**config.mk**
```make
export PLATFORM = sky130hd
export DESIGN_NAME = cdr_pd_monitor_flat
export DESIGN_NICKNAME = d
export VERILOG_FILES = /design/src/rtl/cdr_pd_monitor_if.sv /design/src/rtl/cdr_pd_monitor.sv /design/src/flat_wrapper.sv
export SDC_FILE = /design/constraint.sdc
export NUM_CORES = 1
export LEC_CHECK = 0
export BUFFER_PORTS_ARGS = -buffer_cell sky130_fd_sc_hd__buf_2
export CORE_MARGIN = 8
export CORE_UTILIZATION = 55
export CTS_CLUSTER_DIAMETER = 50
export DETAILED_ROUTE_END_ITERATION = 8
export PLACE_DENSITY = 0.79
export SLEW_MARGIN = 25
export SYNTH_ARGS = -nofsm -noshare
export SYNTH_HDL_FRONTEND = slang
export SYNTH_SLANG_ARGS = --single-unit
```
**constraint.sdc**
```tcl
create_clock -name refclk -period 7.1 [get_ports refclk]
set_input_delay 1.065 -clock refclk [delete_from_list [all_inputs] [get_ports refclk]]
set_output_delay 1.065 -clock refclk [all_outputs]
set_load 0.03 [all_outputs]
```
**src/rtl/cdr_pd_monitor_if.sv**
```systemverilog
// cdr_pd_monitor_if: sampled PD/data inputs and lock/error/count outputs.
// master drives en/clr_err/d/up/down; slave (the monitor) drives the status.
interface cdr_pd_monitor_if #(
    parameter int NCH   = 1,
    parameter int CNT_W = 16
);
    logic                 en;
    logic                 clr_err;
    logic [NCH-1:0]       d;
    logic [NCH-1:0]       up;
    logic [NCH-1:0]       down;
    logic [NCH-1:0]       locked;
    logic [NCH-1:0]       err_stuck;
    logic [NCH-1:0]       err_overlap;
    logic [NCH-1:0]       err_run;
    logic [NCH*CNT_W-1:0] up_cnt;
    logic [NCH*CNT_W-1:0] down_cnt;
    logic                 win_done;

    modport master (
        output en, clr_err, d, up, down,
        input  locked, err_stuck, err_overlap, err_run,
        input  up_cnt, down_cnt, win_done
    );

    modport slave (
        input  en, clr_err, d, up, down,
        output locked, err_stuck, err_overlap, err_run,
        output up_cnt, down_cnt, win_done
    );
endinterface

```
**src/rtl/cdr_pd_monitor.sv**
```systemverilog
// cdr_pd_monitor: per-channel PD UP/DOWN window counts, lock FSM with
// hysteresis, sticky stuck/overlap/run-length errors. Ports: refclk, rst_n, bus.
module cdr_pd_monitor #(
    parameter int NCH         = 1,
    parameter int WIN_LEN     = 256,
    parameter int CNT_W       = 16,
    parameter int LOCK_TOL    = 8,
    parameter int LOCK_WINS   = 4,
    parameter int STUCK_MAX   = 16,
    parameter int OVERLAP_MAX = 2,
    parameter int RUN_MAX     = 64
) (
    input logic          refclk,
    input logic          rst_n,
    cdr_pd_monitor_if.slave bus
);
    localparam int WIN_W = $clog2(WIN_LEN);
    localparam int BAL_W = $clog2(LOCK_WINS + 1);
    localparam int STK_W = $clog2(STUCK_MAX + 2);
    localparam int OVL_W = $clog2(OVERLAP_MAX + 2);
    localparam int RUN_W = $clog2(RUN_MAX + 2);
    localparam int CW1   = CNT_W + 1;

    localparam logic [WIN_W-1:0] WIN_LAST = WIN_W'(WIN_LEN - 1);
    localparam logic [BAL_W-1:0] BAL_TOP  = BAL_W'(LOCK_WINS);
    localparam logic [STK_W-1:0] STK_TOP  = STK_W'(STUCK_MAX + 1);
    localparam logic [OVL_W-1:0] OVL_TOP  = OVL_W'(OVERLAP_MAX + 1);
    localparam logic [RUN_W-1:0] RUN_TOP  = RUN_W'(RUN_MAX + 1);
    localparam logic [CNT_W:0]   TOL      = CW1'(LOCK_TOL);

    typedef enum logic [1:0] {UNLOCKED, LOCKED, HOLD} state_e;

    logic             samp;
    logic             last;
    logic [WIN_W-1:0] win_q, win_d;
    logic             win_done_q;

    assign samp = bus.en;
    assign last = samp && (win_q == WIN_LAST);
    assign win_d = !samp ? win_q : (last ? '0 : win_q + 1'b1);

    always_ff @(posedge refclk) begin
        if (!rst_n) begin
            win_q      <= '0;
            win_done_q <= 1'b0;
        end else begin
            win_q      <= win_d;
            win_done_q <= last;
        end
    end

    assign bus.win_done = win_done_q;

    for (genvar i = 0; i < NCH; i++) begin : g_ch
        logic             u_b, dn_b, d_b, clr;
        logic [CNT_W-1:0] up_acc_q, up_acc_d, dn_acc_q, dn_acc_d;
        logic [CNT_W-1:0] up_cnt_q, up_cnt_d, dn_cnt_q, dn_cnt_d;
        logic [CNT_W-1:0] up_tot, dn_tot;
        logic [CNT_W:0]   diff, mag;
        logic             bal;
        state_e           st_q, st_d;
        logic [BAL_W-1:0] bal_q, bal_d, bal_inc;
        logic [STK_W-1:0] us_q, us_d, ds_q, ds_d;
        logic [OVL_W-1:0] ov_q, ov_d;
        logic [RUN_W-1:0] rn_q, rn_d;
        logic             pd_q, pd_d;
        logic             es_q, es_d, eo_q, eo_d, er_q, er_d;

        assign u_b  = bus.up[i];
        assign dn_b = bus.down[i];
        assign d_b  = bus.d[i];
        assign clr  = bus.clr_err;

        always_comb begin
            up_tot = up_acc_q + CNT_W'(u_b);
            dn_tot = dn_acc_q + CNT_W'(dn_b);
            diff   = {1'b0, up_tot} - {1'b0, dn_tot};
            mag    = diff[CNT_W] ? -diff : diff;
            // An empty window carries no phase information.
            bal    = (mag <= TOL) && ((up_tot | dn_tot) != '0);

            up_acc_d = up_acc_q;
            dn_acc_d = dn_acc_q;
            up_cnt_d = up_cnt_q;
            dn_cnt_d = dn_cnt_q;
            us_d     = us_q;
            ds_d     = ds_q;
            ov_d     = ov_q;
            rn_d     = rn_q;
            pd_d     = pd_q;
            if (samp) begin
                up_acc_d = last ? '0 : up_tot;
                dn_acc_d = last ? '0 : dn_tot;
                if (last) begin
                    up_cnt_d = up_tot;
                    dn_cnt_d = dn_tot;
                end
                us_d = !u_b ? '0 :
                       (us_q == STK_TOP ? us_q : us_q + 1'b1);
                ds_d = !dn_b ? '0 :
                       (ds_q == STK_TOP ? ds_q : ds_q + 1'b1);
                ov_d = !(u_b && dn_b) ? '0 :
                       (ov_q == OVL_TOP ? ov_q : ov_q + 1'b1);
                rn_d = (d_b != pd_q) ? RUN_W'(1) :
                       (rn_q == RUN_TOP ? rn_q : rn_q + 1'b1);
                pd_d = d_b;
            end
            // A violation on the clearing edge wins over the clear.
            es_d = (es_q && !clr) ||
                   (samp && (us_d == STK_TOP || ds_d == STK_TOP));
            eo_d = (eo_q && !clr) || (samp && ov_d == OVL_TOP);
            er_d = (er_q && !clr) || (samp && rn_d == RUN_TOP);
        end

        always_comb begin
            st_d    = st_q;
            bal_d   = bal_q;
            bal_inc = bal_q + 1'b1;
            if (last) begin
                unique case (st_q)
                    UNLOCKED: begin
                        if (!bal) begin
                            bal_d = '0;
                        end else if (bal_inc == BAL_TOP) begin
                            st_d  = LOCKED;
                            bal_d = '0;
                        end else begin
                            bal_d = bal_inc;
                        end
                    end
                    LOCKED: begin
                        if (!bal) st_d = HOLD;
                    end
                    HOLD: begin
                        st_d  = bal ? LOCKED : UNLOCKED;
                        bal_d = '0;
                    end
                    default: begin
                        st_d  = UNLOCKED;
                        bal_d = '0;
                    end
                endcase
            end
        end

        always_ff @(posedge refclk) begin
            if (!rst_n) begin
                up_acc_q <= '0;
                dn_acc_q <= '0;
                up_cnt_q <= '0;
                dn_cnt_q <= '0;
                st_q     <= UNLOCKED;
                bal_q    <= '0;
                us_q     <= '0;
                ds_q     <= '0;
                ov_q     <= '0;
                rn_q     <= '0;
                pd_q     <= 1'b0;
                es_q     <= 1'b0;
                eo_q     <= 1'b0;
                er_q     <= 1'b0;
            end else begin
                up_acc_q <= up_acc_d;
                dn_acc_q <= dn_acc_d;
                up_cnt_q <= up_cnt_d;
                dn_cnt_q <= dn_cnt_d;
                st_q     <= st_d;
                bal_q    <= bal_d;
                us_q     <= us_d;
                ds_q     <= ds_d;
                ov_q     <= ov_d;
                rn_q     <= rn_d;
                pd_q     <= pd_d;
                es_q     <= es_d;
                eo_q     <= eo_d;
                er_q     <= er_d;
            end
        end

        assign bus.locked[i]                    = (st_q != UNLOCKED);
        assign bus.err_stuck[i]                 = es_q;
        assign bus.err_overlap[i]               = eo_q;
        assign bus.err_run[i]                   = er_q;
        assign bus.up_cnt[i*CNT_W +: CNT_W]     = up_cnt_q;
        assign bus.down_cnt[i*CNT_W +: CNT_W]   = dn_cnt_q;
    end
endmodule

```
**src/flat_wrapper.sv**
```systemverilog
// flat-port wrapper written by rule: the top's interface ports become plain ports
module cdr_pd_monitor_flat 
#(
    parameter int NCH         = 1,
    parameter int WIN_LEN     = 256,
    parameter int CNT_W       = 16,
    parameter int LOCK_TOL    = 8,
    parameter int LOCK_WINS   = 4,
    parameter int STUCK_MAX   = 16,
    parameter int OVERLAP_MAX = 2,
    parameter int RUN_MAX     = 64
)
  (refclk, rst_n, bus_en, bus_clr_err, bus_d, bus_up, bus_down, bus_locked, bus_err_stuck, bus_err_overlap, bus_err_run, bus_up_cnt, bus_down_cnt, bus_win_done);
  cdr_pd_monitor_if #(.NCH(NCH), .CNT_W(CNT_W)) bus_i ();
  input logic refclk;
  input logic rst_n;
  input wire logic [$bits(bus_i.en)-1:0] bus_en;
  input wire logic [$bits(bus_i.clr_err)-1:0] bus_clr_err;
  input wire logic [$bits(bus_i.d)-1:0] bus_d;
  input wire logic [$bits(bus_i.up)-1:0] bus_up;
  input wire logic [$bits(bus_i.down)-1:0] bus_down;
  output wire logic [$bits(bus_i.locked)-1:0] bus_locked;
  output wire logic [$bits(bus_i.err_stuck)-1:0] bus_err_stuck;
  output wire logic [$bits(bus_i.err_overlap)-1:0] bus_err_overlap;
  output wire logic [$bits(bus_i.err_run)-1:0] bus_err_run;
  output wire logic [$bits(bus_i.up_cnt)-1:0] bus_up_cnt;
  output wire logic [$bits(bus_i.down_cnt)-1:0] bus_down_cnt;
  output wire logic [$bits(bus_i.win_done)-1:0] bus_win_done;
  assign bus_i.en = bus_en;
  assign bus_i.clr_err = bus_clr_err;
  assign bus_i.d = bus_d;
  assign bus_i.up = bus_up;
  assign bus_i.down = bus_down;
  assign bus_locked = bus_i.locked;
  assign bus_err_stuck = bus_i.err_stuck;
  assign bus_err_overlap = bus_i.err_overlap;
  assign bus_err_run = bus_i.err_run;
  assign bus_up_cnt = bus_i.up_cnt;
  assign bus_down_cnt = bus_i.down_cnt;
  assign bus_win_done = bus_i.win_done;
  cdr_pd_monitor #(.NCH(NCH), .WIN_LEN(WIN_LEN), .CNT_W(CNT_W), .LOCK_TOL(LOCK_TOL), .LOCK_WINS(LOCK_WINS), .STUCK_MAX(STUCK_MAX), .OVERLAP_MAX(OVERLAP_MAX), .RUN_MAX(RUN_MAX)) u_core (.refclk(refclk), .rst_n(rst_n), .bus(bus_i));
endmodule
```
==> summary.md, run 1 <==
| Metric | Value |
|---|---|
| Total grt overflow | 0 |
| Rows | 39 |
| Number of diodes | 0 |
| CTS Buf Count | 9 |
| Sequential element share of the synthesized area | 31.21% |
| FF+latch count, synth | 101 |
| Ranking of synthesized cells by area | dfxtp_1 31%, ha_1 8.1%, nor2_1 7.5% |
| Status | complete, no violations |
| Slew Limit Headroom | 36.70% |
| Crit path cell chain | buf_2 > ha_1 > nand3_2 > nor3_1 > nand3_1 > xor2_1 > ha_1 > nor2_1 > nand2_1 > a211oi_1 > nor2_1 > xnor2_1 > nor2_1 > a2111oi_2 > o2111ai_1 > or2_4 > a32o_1 |
| Die area | 0.01551 mm2 |
| Die Ht | 124.5 um |
| Main flop type after synthesis | dfxtp_1 |
| Max-slew violation count | 0 |
| Type of the worst setup path | primary input to flop |
| Via density | 5.962 |
| Clock latency on the worst-skew pair | 350 ps |
| PD cells | 180.8 mW/mm2 |
| RSZ-0062 raised after global routing | no |
| Max Buffers Root-to-Sink | 2 |
| Top cell type's share of synthesized area | 31.21% |
| Largest net degree at the start of global routing | 89 |
| Crit-path max cell delay | 640 ps |
| Synth area leader | dfxtp_1 |
| Synth Cell Area | 0.006479 mm2 |
| CTS root buffer | clkbuf_16 |
| Cells after Synth | 833 |
| WP buf/inv | 1 |
| VDD IR max | 0.0001981 V |
| Detailed placement HPWL | 11.56 mm |
| Syn_area_per_cell | 7.778 um2 |
| Hold Path Class | flop to flop |
| Cell mode on critical path | nor2_1 |
| Required time worst endpoint | 7350 ps |
| Post-route DRC | 0 |
| Die Wd | 124.5 um |
| Worst setup EP type | flop |
| Most common cell in the netlist | nor2_1 |
| Vias | 5,968 |
| Worst Skew | 6.450 ps |
| Cell variety after synth | 76 |
| Final ANT Viol Nets | 0 |
| CTS tree | built |
| Initial antenna violation count | 0 |
| RePlAce Congestion | 0.9480 |
| Port Buffer Count | 43 |
| Layout cells sized above 1 | 10.02% |
| Drt initial violations | 508 |
| Max cap viols | 0 |
| CORE AREA | 0.01147 mm2 |
| Area Growth Syn to Fin | 9.289% |
| IO Pins | 44 |
| Critical path launch point type | primary input |
| Post-CTS repair timing setup buffer count | 0 |
| Tmin final | 5721 ps |
| Top cells by count, synth | 130 x nor2_1, 101 x dfxtp_1, 72 x a21oi_1, 61 x nand2_1, 42 x ha_1 |
| Critical-path top delay cell | nor3_1 |
| Total Neg Setup Slack | 0 ps |
| Hold-fix buffers, CTS | 0 |
| Worst-margin pin slew | 947.2 ps |
| Delay-heaviest family, CP | simple AND/OR/NAND/NOR gates |
| Warnings from Yosys | 0 |
| Final hold vios | 0 |
| Total GRT Usage | 19.85% |
| DR WL/cell | 15.98 um |
| Final #Nets | 903 |
| First-pass GRT wire length | 26.01 mm |
| Setup violators final | 0 |
| Leak | 2.782 nW |
| Crit Path Max Fanout | 11 |
| Clock transition at path regs | 70 ps |
| Post-synth ARST share | 0% |
| Post-route cell area | 0.007081 mm2 |
| Placed Area | 0.006768 mm2 |
| Initial DRT Pass Iterations | 5 |
| Mapped Nets | 883 |
| Initial core utilization | 56.50% |
| Final Cycle Share | 80.57% |
| Post-CTS sizing | 0 |
| Total number of H-tree levels | 3 |
| Crit path DAT | 5970 ps |
| CTS Sinks | 101 |
| Post-synth EDFFs | 0 |
| Fmax achieved | 174.8 MHz |
| Routed WL | 16.00 mm |
| Number of global-route vias before repair | 5,383 |
-- kinds of logic after synthesis --
family	count (synthesis)	synth area share, %
AOI/OAI and AO/OA	215	22.52
buffers and inverters	80	4.654
DFF	101	31.21
xor gates and xnor gates	50	6.972
adders and majority gates	43	8.420
muxes	3	0.4635
and+or+nand+nor	341	25.76
-- worst paths after layout --
check	start	endpoint	slack (ps)	cells past startpoint
worst max-delay path	bus_up	u_core.g_ch[0].st_q[1]	1380	17
worst min register to register	u_core.bus.up_cnt[1]	u_core.bus.up_cnt[1]	460	2
worst max register to register	u_core.g_ch[0].up_acc_q[0]	u_core.g_ch[0].st_q[1]	1980	16
worst min-delay path	u_core.bus.up_cnt[1]	u_core.bus.up_cnt[1]	460	2
-- through the flow --
stage | power (mW) | std cells | setup slack (ps) | util, % | hold WS [ps]
after global routing | 1.333 | 1001 | 936.5 | 61.75 | 480.6
final | 1.280 | 1001 | 1379 | 61.75 | 458.0
after global placement | 0.7751 | 985 | 1085 | 59.02 | 442.0
after detailed placement | 0.7763 | 985 | 1058 | 59.02 | 451.7
after floorplan | 0.7359 | 833 | 1849 | - | 444.8
after CTS | 1.286 | 1001 | 1424 | 61.75 | 460.7
-- sequential cells by signal, summed over array words and instances, names as in the netlist, 5 cells and up --
signal / flops
u_core.g_ch.dn_acc_q: 16
u_core.bus.down_cnt: 16
u_core.g_ch.ds_q: 5
u_core.g_ch.us_q: 5
u_core.g_ch.up_acc_q: 16
u_core.bus.up_cnt: 16
u_core.win_q: 8
u_core.g_ch.rn_q: 7
-- tightest hold or removal path, cell delays in order, from the launching register on --
cell	delay [ps]
dfxtp_1	310
nand2_1	50
a21oi_1	60
-- metal layers --
metal	share of wire (%)	up-vias	GRT usage (%)
met5	0	-	0
met4	2.5	0	8.221
met3	5.2	25	5.191
met2	46	157	31.64
met1	46	2777	24.83
li1	-	3009	-
-- cell type report --
class                      instances  area [um2]
multi-input combinational        652        4156
clock buffer                      14       274.0
sequential                       101        2022
tap                              143       178.9
clock inverter                     2       38.79
fill                            1048        4387
timing repair buffer              49       260.3
inverter                          40       150.1
-- cell usage in the layout (no fill, tap or decap), types with 4 or more instances in the layout --
master and count:
nor3b_1 9, a22oi_1 9, or4_1 6, and2_1 4, or3_1 4, clkbuf_16 9, a21oi_1 72, nand2b_1 15
nand4_1 14, nand3_1 30, nor3_1 23, buf_2 43, o21a_1 5, o21ai_0 29, ha_1 42, nor2_1 130
xor2_1 22, and3_1 13, buf_4 6, a21o_1 6, a211oi_1 37, nand2_1 61, inv_1 38, o211ai_1 5
nor4b_1 4, dfxtp_1 101, nor2b_1 6, xnor2_1 27
-- report_power, final --
| part | leakage [nW] | switching [mW] | total (mW) | internal (mW) |
|---|---|---|---|---|
| Clock | 0.154 | 0.210 | 0.513 | 0.304 |
| Sequential | 0.815 | 0.00458 | 0.575 | 0.571 |
| Combinational | 1.81 | 0.121 | 0.192 | 0.0707 |
Note: power is estimated with default switching activity, not from simulation.
==> run 2, diff against run 1 <==
--- a/config.mk
+++ b/config.mk
@@ -10,7 +10,7 @@
 export CORE_UTILIZATION = 55
 export CTS_CLUSTER_DIAMETER = 50
 export DETAILED_ROUTE_END_ITERATION = 8
-export PLACE_DENSITY = 0.79
+export PLACE_DENSITY = 0.81
 export SLEW_MARGIN = 25
 export SYNTH_ARGS = -nofsm -noshare
 export SYNTH_HDL_FRONTEND = slang
==> constraint.sdc (replaced) <==
create_clock -name refclk -period 5 [get_ports refclk]
set_input_delay 0.75 -clock refclk [delete_from_list [all_inputs] [get_ports refclk]]
set_output_delay 0.75 -clock refclk [all_outputs]
set_load 0.03 [all_outputs]
==> run 2 against run 1 <==
Critical path depth increased by 1; clock skew increased by 3.0 ps; sequential share of layout area decreased by 2.0 points; worst hold slack got worse by 3.5 ps; register-to-register slack got worse by 1600 ps; via count increased by 6.7%; cell count increased by 6.7%; first-iteration DRC count increased by 3.1%; highest routed layer unchanged; die area unchanged; combinational power increased by 57%; clock power increased by 43%; largest cell class unchanged; sequential power increased by 42%.
==> summary.md, run 2 (synthesis results as in run 1) <==
| Metric | Value |
|---|---|
| Worst Skew | 9.406 ps |
| Final #Nets | 970 |
| Total GRT Usage | 21.42% |
| Final Hold Slack | 454.4 ps |
| Area Growth Syn to Fin | 17.32% |
| Fmax achieved | 210.3 MHz |
| Fillers | 939 |
| CORE AREA | 0.01147 mm2 |
| Met2 usage | 35.04% |
| Total Neg Setup Slack | 0 ps |
| Total number of H-tree levels | 3 |
| Tmin final | 4755 ps |
| Crit Path Max Fanout | 4 |
| Die Wd | 124.5 um |
| Rows | 39 |
| First-pass GRT wire length | 27.99 mm |
| Final ANT Viol Nets | 0 |
| Critical path launch point type | primary input |
| Final hold vios | 0 |
| Type of the worst setup path | primary input to flop |
| Max-slew violation count | 0 |
| GRT met3 Usage | 4.894% |
| Detailed placement HPWL | 12.58 mm |
| CTS Buf Count | 9 |
| Number of global-route vias before repair | 5,780 |
| Die Ht | 124.5 um |
| Initial DRT Pass Iterations | 5 |
| RSZ-0062 raised after global routing | no |
| Die area | 0.01551 mm2 |
| Via density | 5.963 |
| Worst-margin pin slew | 998.3 ps |
| Most common cell after layout, fill and taps aside | nor2_1 |
| Crit path DAT | 5050 ps |
| Max cap viols | 0 |
| PD cells | 243.4 mW/mm2 |
| Setup violators final | 0 |
| Post-CTS repair timing setup buffer count | 0 |
| Max Buffers Root-to-Sink | 2 |
| Routed WL | 17.08 mm |
| Clock latency on the worst-skew pair | 360 ps |
| Clock transition at path regs | 60 ps |
| Worst setup EP type | flop |
| VDD IR max | 0.0003443 V |
| Leak | 3.100 nW |
| Top Usage Layer GRT | met2 |
| Total grt overflow | 0 |
| Final Cycle Share | 95.09% |
| Status | complete, no violations |
| Most frequent cells in the layout | 130 x nor2_1, 101 x dfxtp_1, 73 x buf_4 |
| Vias | 6,369 |
| CTS Sinks | 101 |
| Slew Limit Headroom | 33.28% |
| Initial core utilization | 56.50% |
| Drt initial violations | 524 |
| Number of diodes | 0 |
| Initial antenna violation count | 0 |
| Hold-fix buffers, CTS | 0 |
| Largest net degree at the start of global routing | 73 |
| RePlAce Congestion | 0.9273 |
| Hold Path Class | flop to flop |
| DR WL/cell | 15.99 um |
| M1 GR Usage | 26.88% |
| Required time worst endpoint | 5300 ps |
| Port Buffer Count | 43 |
| Layout cells sized above 1 | 17.08% |
| IO Pins | 44 |
| Post-route DRC | 0 |
| CTS root buffer | clkbuf_16 |
| CTS tree | built |
run 2: final cells by class:
class / instances / area, um2 / area share, %
Multi-Input combinational cell: 652 / 4178 / 54.96
Sequential cell: 101 / 2022 / 26.60
Timing Repair Buffer: 116 / 763.2 / 10.04
Clock buffer: 11 / 242.7 / 3.193
Tap cell: 143 / 178.9 / 2.354
Inverter: 40 / 150.1 / 1.975
Clock inverter: 5 / 66.31 / 0.8724
run 2: metal layers:
metal / routed length [um] / vias up / part of all wire (%)
met4: 408 / 0 / 2.4
met5: 0 / - / 0
li1: - / 3160 / -
met2: 8093 / 193 / 47
met3: 911 / 27 / 5.3
met1: 7662 / 2989 / 45
run 2: final timing paths:
kind,startpoint,slack (ps),cells past startpoint,end
max reg2reg,u_core.g_ch[0].up_acc_q[0],410,19,u_core.g_ch[0].bal_q[2]
max,bus_down,250,18,u_core.g_ch[0].bal_q[2]
min,u_core.bus.up_cnt[1],450,2,u_core.bus.up_cnt[1]
min reg2reg,u_core.bus.up_cnt[1],450,2,u_core.bus.up_cnt[1]
run 2: critical path, stage by stage:
cell and delay, ps:
buf_2 110, ha_1 220, ha_1 230, and2_0 210
nand2_1 90, xor2_1 210, ha_1 290, a211oi_1 370
o21bai_2 130, a211o_1 330, a311oi_2 380, nand4_1 180
or4_1 500, a211oi_1 320, o2111ai_1 200, buf_4 180
o32ai_1 230, or2_2 140
run 2: repair_timing:
item / CTS / global route
gates resized for setup: 0 / 5
hold endpoints to repair: 0 / 0
setup endpoints to repair: 0 / 5
run 2: metrics by stage:
step / cell area, um2 / std cells / total power, mW / util, % / setup WS (ps)
6_report: 7601 / 1068 / 1.850 / 66.28 / 245.3
3_5_place_dp: 7271 / 1052 / 1.130 / 63.40 / -116.3
3_3_place_gp: 7271 / 1052 / 1.126 / 63.40 / -37.38
5_1_grt: 7601 / 1068 / 1.915 / 66.28 / 21.28
4_1_cts: 7580 / 1068 / 1.851 / 66.10 / 182.9
2_1_floorplan: 6479 / 833 / 1.045 / - / 63.97
run 2: power by group:
part           total (mW)  internal [mW]  switching, mW  leakage (nW)
Clock               0.732          0.408          0.323         0.148
Sequential          0.817          0.810        0.00653         0.815
Combinational       0.302          0.124          0.178          2.14
==> run 3, diff against run 2 <==
--- a/config.mk
+++ b/config.mk
@@ -11,7 +11,7 @@
 export CTS_CLUSTER_DIAMETER = 50
 export DETAILED_ROUTE_END_ITERATION = 8
 export PLACE_DENSITY = 0.81
-export SLEW_MARGIN = 25
+export SLEW_MARGIN = 20
 export SYNTH_ARGS = -nofsm -noshare
 export SYNTH_HDL_FRONTEND = slang
 export SYNTH_SLANG_ARGS = --single-unit
==> constraint.sdc (replaced) <==
create_clock -name refclk -period 5 [get_ports refclk]
set_input_delay 1 -clock refclk [delete_from_list [all_inputs] [get_ports refclk]]
set_output_delay 1 -clock refclk [all_outputs]
set_load 0.03 [all_outputs]
==> run 3 against run 2 <==
Highest routed layer unchanged; worst hold slack improved by 4.7 ps; first-iteration DRC count increased by 27%; combinational power increased by 28%; critical path depth increased by 1; power increased by 4.7%; routed wire length increased by 12%; clock skew increased by 2.9 ps; global-route usage increased by 1.2 points.
==> summary.md, run 3 (synthesis results as in run 1) <==
| Metric | Value |
|---|---|
| Hold Path Class | flop to flop |
| Placed insts | 1,113 |
| Final ANT Viol Nets | 0 |
| Final #Nets | 1,032 |
| Tot Pwr | 1.936 mW |
| Critical-path top delay cell | or3_1 |
| Vias | 6,742 |
| Post-route cell area | 0.008333 mm2 |
| Post-route DRC | 0 |
| Max cap viols | 0 |
| Fmax achieved | 204.9 MHz |
| Die Wd | 124.5 um |
| IO Pins | 44 |
| Max-slew violation count | 0 |
| Initial DRT Pass Iterations | 6 |
| Slew Limit Headroom | 32.91% |
| Die area | 0.01551 mm2 |
| CTS Buf Count | 9 |
| Clock transition at path regs | 70 ps |
| Layout cells sized above 1 | 25.73% |
| Max Buffers Root-to-Sink | 2 |
| Most frequent cells in the layout | 135 x buf_4, 127 x nor2_1, 101 x dfxtp_1 |
| Initial core utilization | 56.50% |
| Rows | 39 |
| Hold path start | u_core.bus.up_cnt[1] |
| DR WL/cell | 16.93 um |
| Clock latency on the worst-skew pair | 350 ps |
| Area of the multi-input gates | 0.004439 mm2 |
| Hold Path Cell Cnt | 2 |
| Worst Skew | 12.33 ps |
| Status | complete, no violations |
| Crit path cell chain | buf_2 > ha_1 > ha_4 > nand2_2 > or3_1 > buf_4 > nor2b_2 > xnor2_2 > inv_1 > ha_1 > a21o_1 > a211o_1 > o31a_4 > or3_1 > a32oi_2 > o2111ai_2 > buf_4 > nor4b_1 > or2_2 |
| Initial antenna violation count | 0 |
| Tmin final | 4880 ps |
| Final WS setup | 120.3 ps |
| Detailed placement HPWL | 13.41 mm |
| VDD IR max | 0.0002615 V |
| Placed Area | 0.007736 mm2 |
| Crit Path Max Fanout | 7 |
| Total grt overflow | 0 |
| Crit-path max cell delay | 420 ps |
| Worst r2r path cells | 19 |
| Critical R2R Launch | u_core.g_ch[0].dn_acc_q[0] |
| Final Cycle Share | 97.59% |
| Drt initial violations | 664 |
| Port Buffer Count | 43 |
| Final Hold Slack | 459.1 ps |
| Type of the worst setup path | primary input to flop |
| Fillers | 800 |
| Total number of H-tree levels | 3 |
| Number of global-route vias before repair | 6,275 |
| Hold EP | u_core.bus.up_cnt[1] |
| Setup WS pre-CTS | -427.9 ps |
| Total GRT Usage | 22.67% |
| R2R setup slack | 520 ps |
| Setup violators final | 0 |
| Largest net degree at the start of global routing | 54 |
| Routed WL | 19.13 mm |
| Via density | 5.966 |
| Final hold vios | 0 |
| CTS Sinks | 101 |
| Die Ht | 124.5 um |
| CTS root buffer | clkbuf_16 |
| Hold-fix buffers, CTS | 0 |
| CTS tree | built |
| Number of diodes | 0 |
| CORE AREA | 0.01147 mm2 |
| Total Neg Setup Slack | 0 ps |
| PD cells | 232.4 mW/mm2 |
| Final cell count without fillers | 1,130 |
| Required time worst endpoint | 5300 ps |
| Reg area | 0.002022 mm2 |
| RePlAce Congestion | 0.9503 |
| Delay-heaviest family, CP | simple AND/OR/NAND/NOR gates |
| Worst setup EP type | flop |
| Worst-margin pin slew | 1004 ps |
| Worst R2R End | u_core.g_ch[0].bal_q[2] |
| Leak | 3.446 nW |
| Area Growth Syn to Fin | 28.62% |
| WP buf/inv | 4 |
| Most common cell after layout, fill and taps aside | buf_4 |
| Crit path DAT | 5180 ps |
| Util after Layout | 72.67% |
| Critical path launch point type | primary input |
| First-pass GRT wire length | 30.02 mm |
## run 3: cell count changes in the layout (fill, tap and decap cells not counted), moves of 4 or more
cell	previous run	this run
ha_1	42	38
xnor2_1	26	22
xor2_1	22	17
xor2_2	0	5
xnor2_2	1	5
buf_4	73	135
a211oi_1	37	33
## run 3: routing by layer
layer	global-route usage (%)	vias to the layer above	wire [um]
met5	0	-	0
met4	9.213	0	658
met3	4.043	49	1097
met2	37.44	261	9107
met1	28.50	3166	8264
li1	-	3266	-
## run 3: report_power, final
group | internal (mW) | switching (mW) | total (mW)
logic | 0.175 | 0.213 | 0.388
registers | 0.810 | 0.00695 | 0.817
clock network | 0.408 | 0.323 | 0.731
## run 3: worst max-delay path by stage
stage                         from                       to  slack [ps]  cells after the start
after floorplan           bus_down   u_core.g_ch[0].st_q[1]          10                     18
after global placement      bus_up  u_core.g_ch[0].bal_q[2]        -410                     20
after detailed placement    bus_up  u_core.g_ch[0].bal_q[2]        -430                     20
after CTS                 bus_down  u_core.g_ch[0].bal_q[2]          30                     23
after global routing        bus_up  u_core.g_ch[0].bal_q[2]        -150                     22
final                       bus_up  u_core.g_ch[0].bal_q[2]         120                     19
## run 3: repair_timing
item,in CTS,in global routing
pin swaps,0,11
endpoints found under the setup margin,3,5
endpoints found under the hold margin,0,0
buffers inserted,0,1
gates resized for setup,6,46
## run 3: cell type report
class	count	share of cell area, %
Multi-Input combinational cell	652	53.27
Sequential cell	101	24.26
Timing Repair Buffer	178	14.74
Clock buffer	11	2.913
Tap cell	143	2.147
Inverter	40	1.802
Clock inverter	5	0.8559
## run 3: worst register-to-register path, stage by stage (launching register included)
cell	delay [ps]
dfxtp_1	350
ha_2	220
ha_4	160
and2_1	170
buf_4	150
nand2_1	50
nor3_1	130
buf_4	150
and3_4	220
nand3_1	130
xor2_2	250
ha_4	250
a211o_1	360
o31a_4	390
or3_1	430
a32oi_2	240
o2111ai_2	200
buf_4	190
nor4b_1	250
or2_2	160
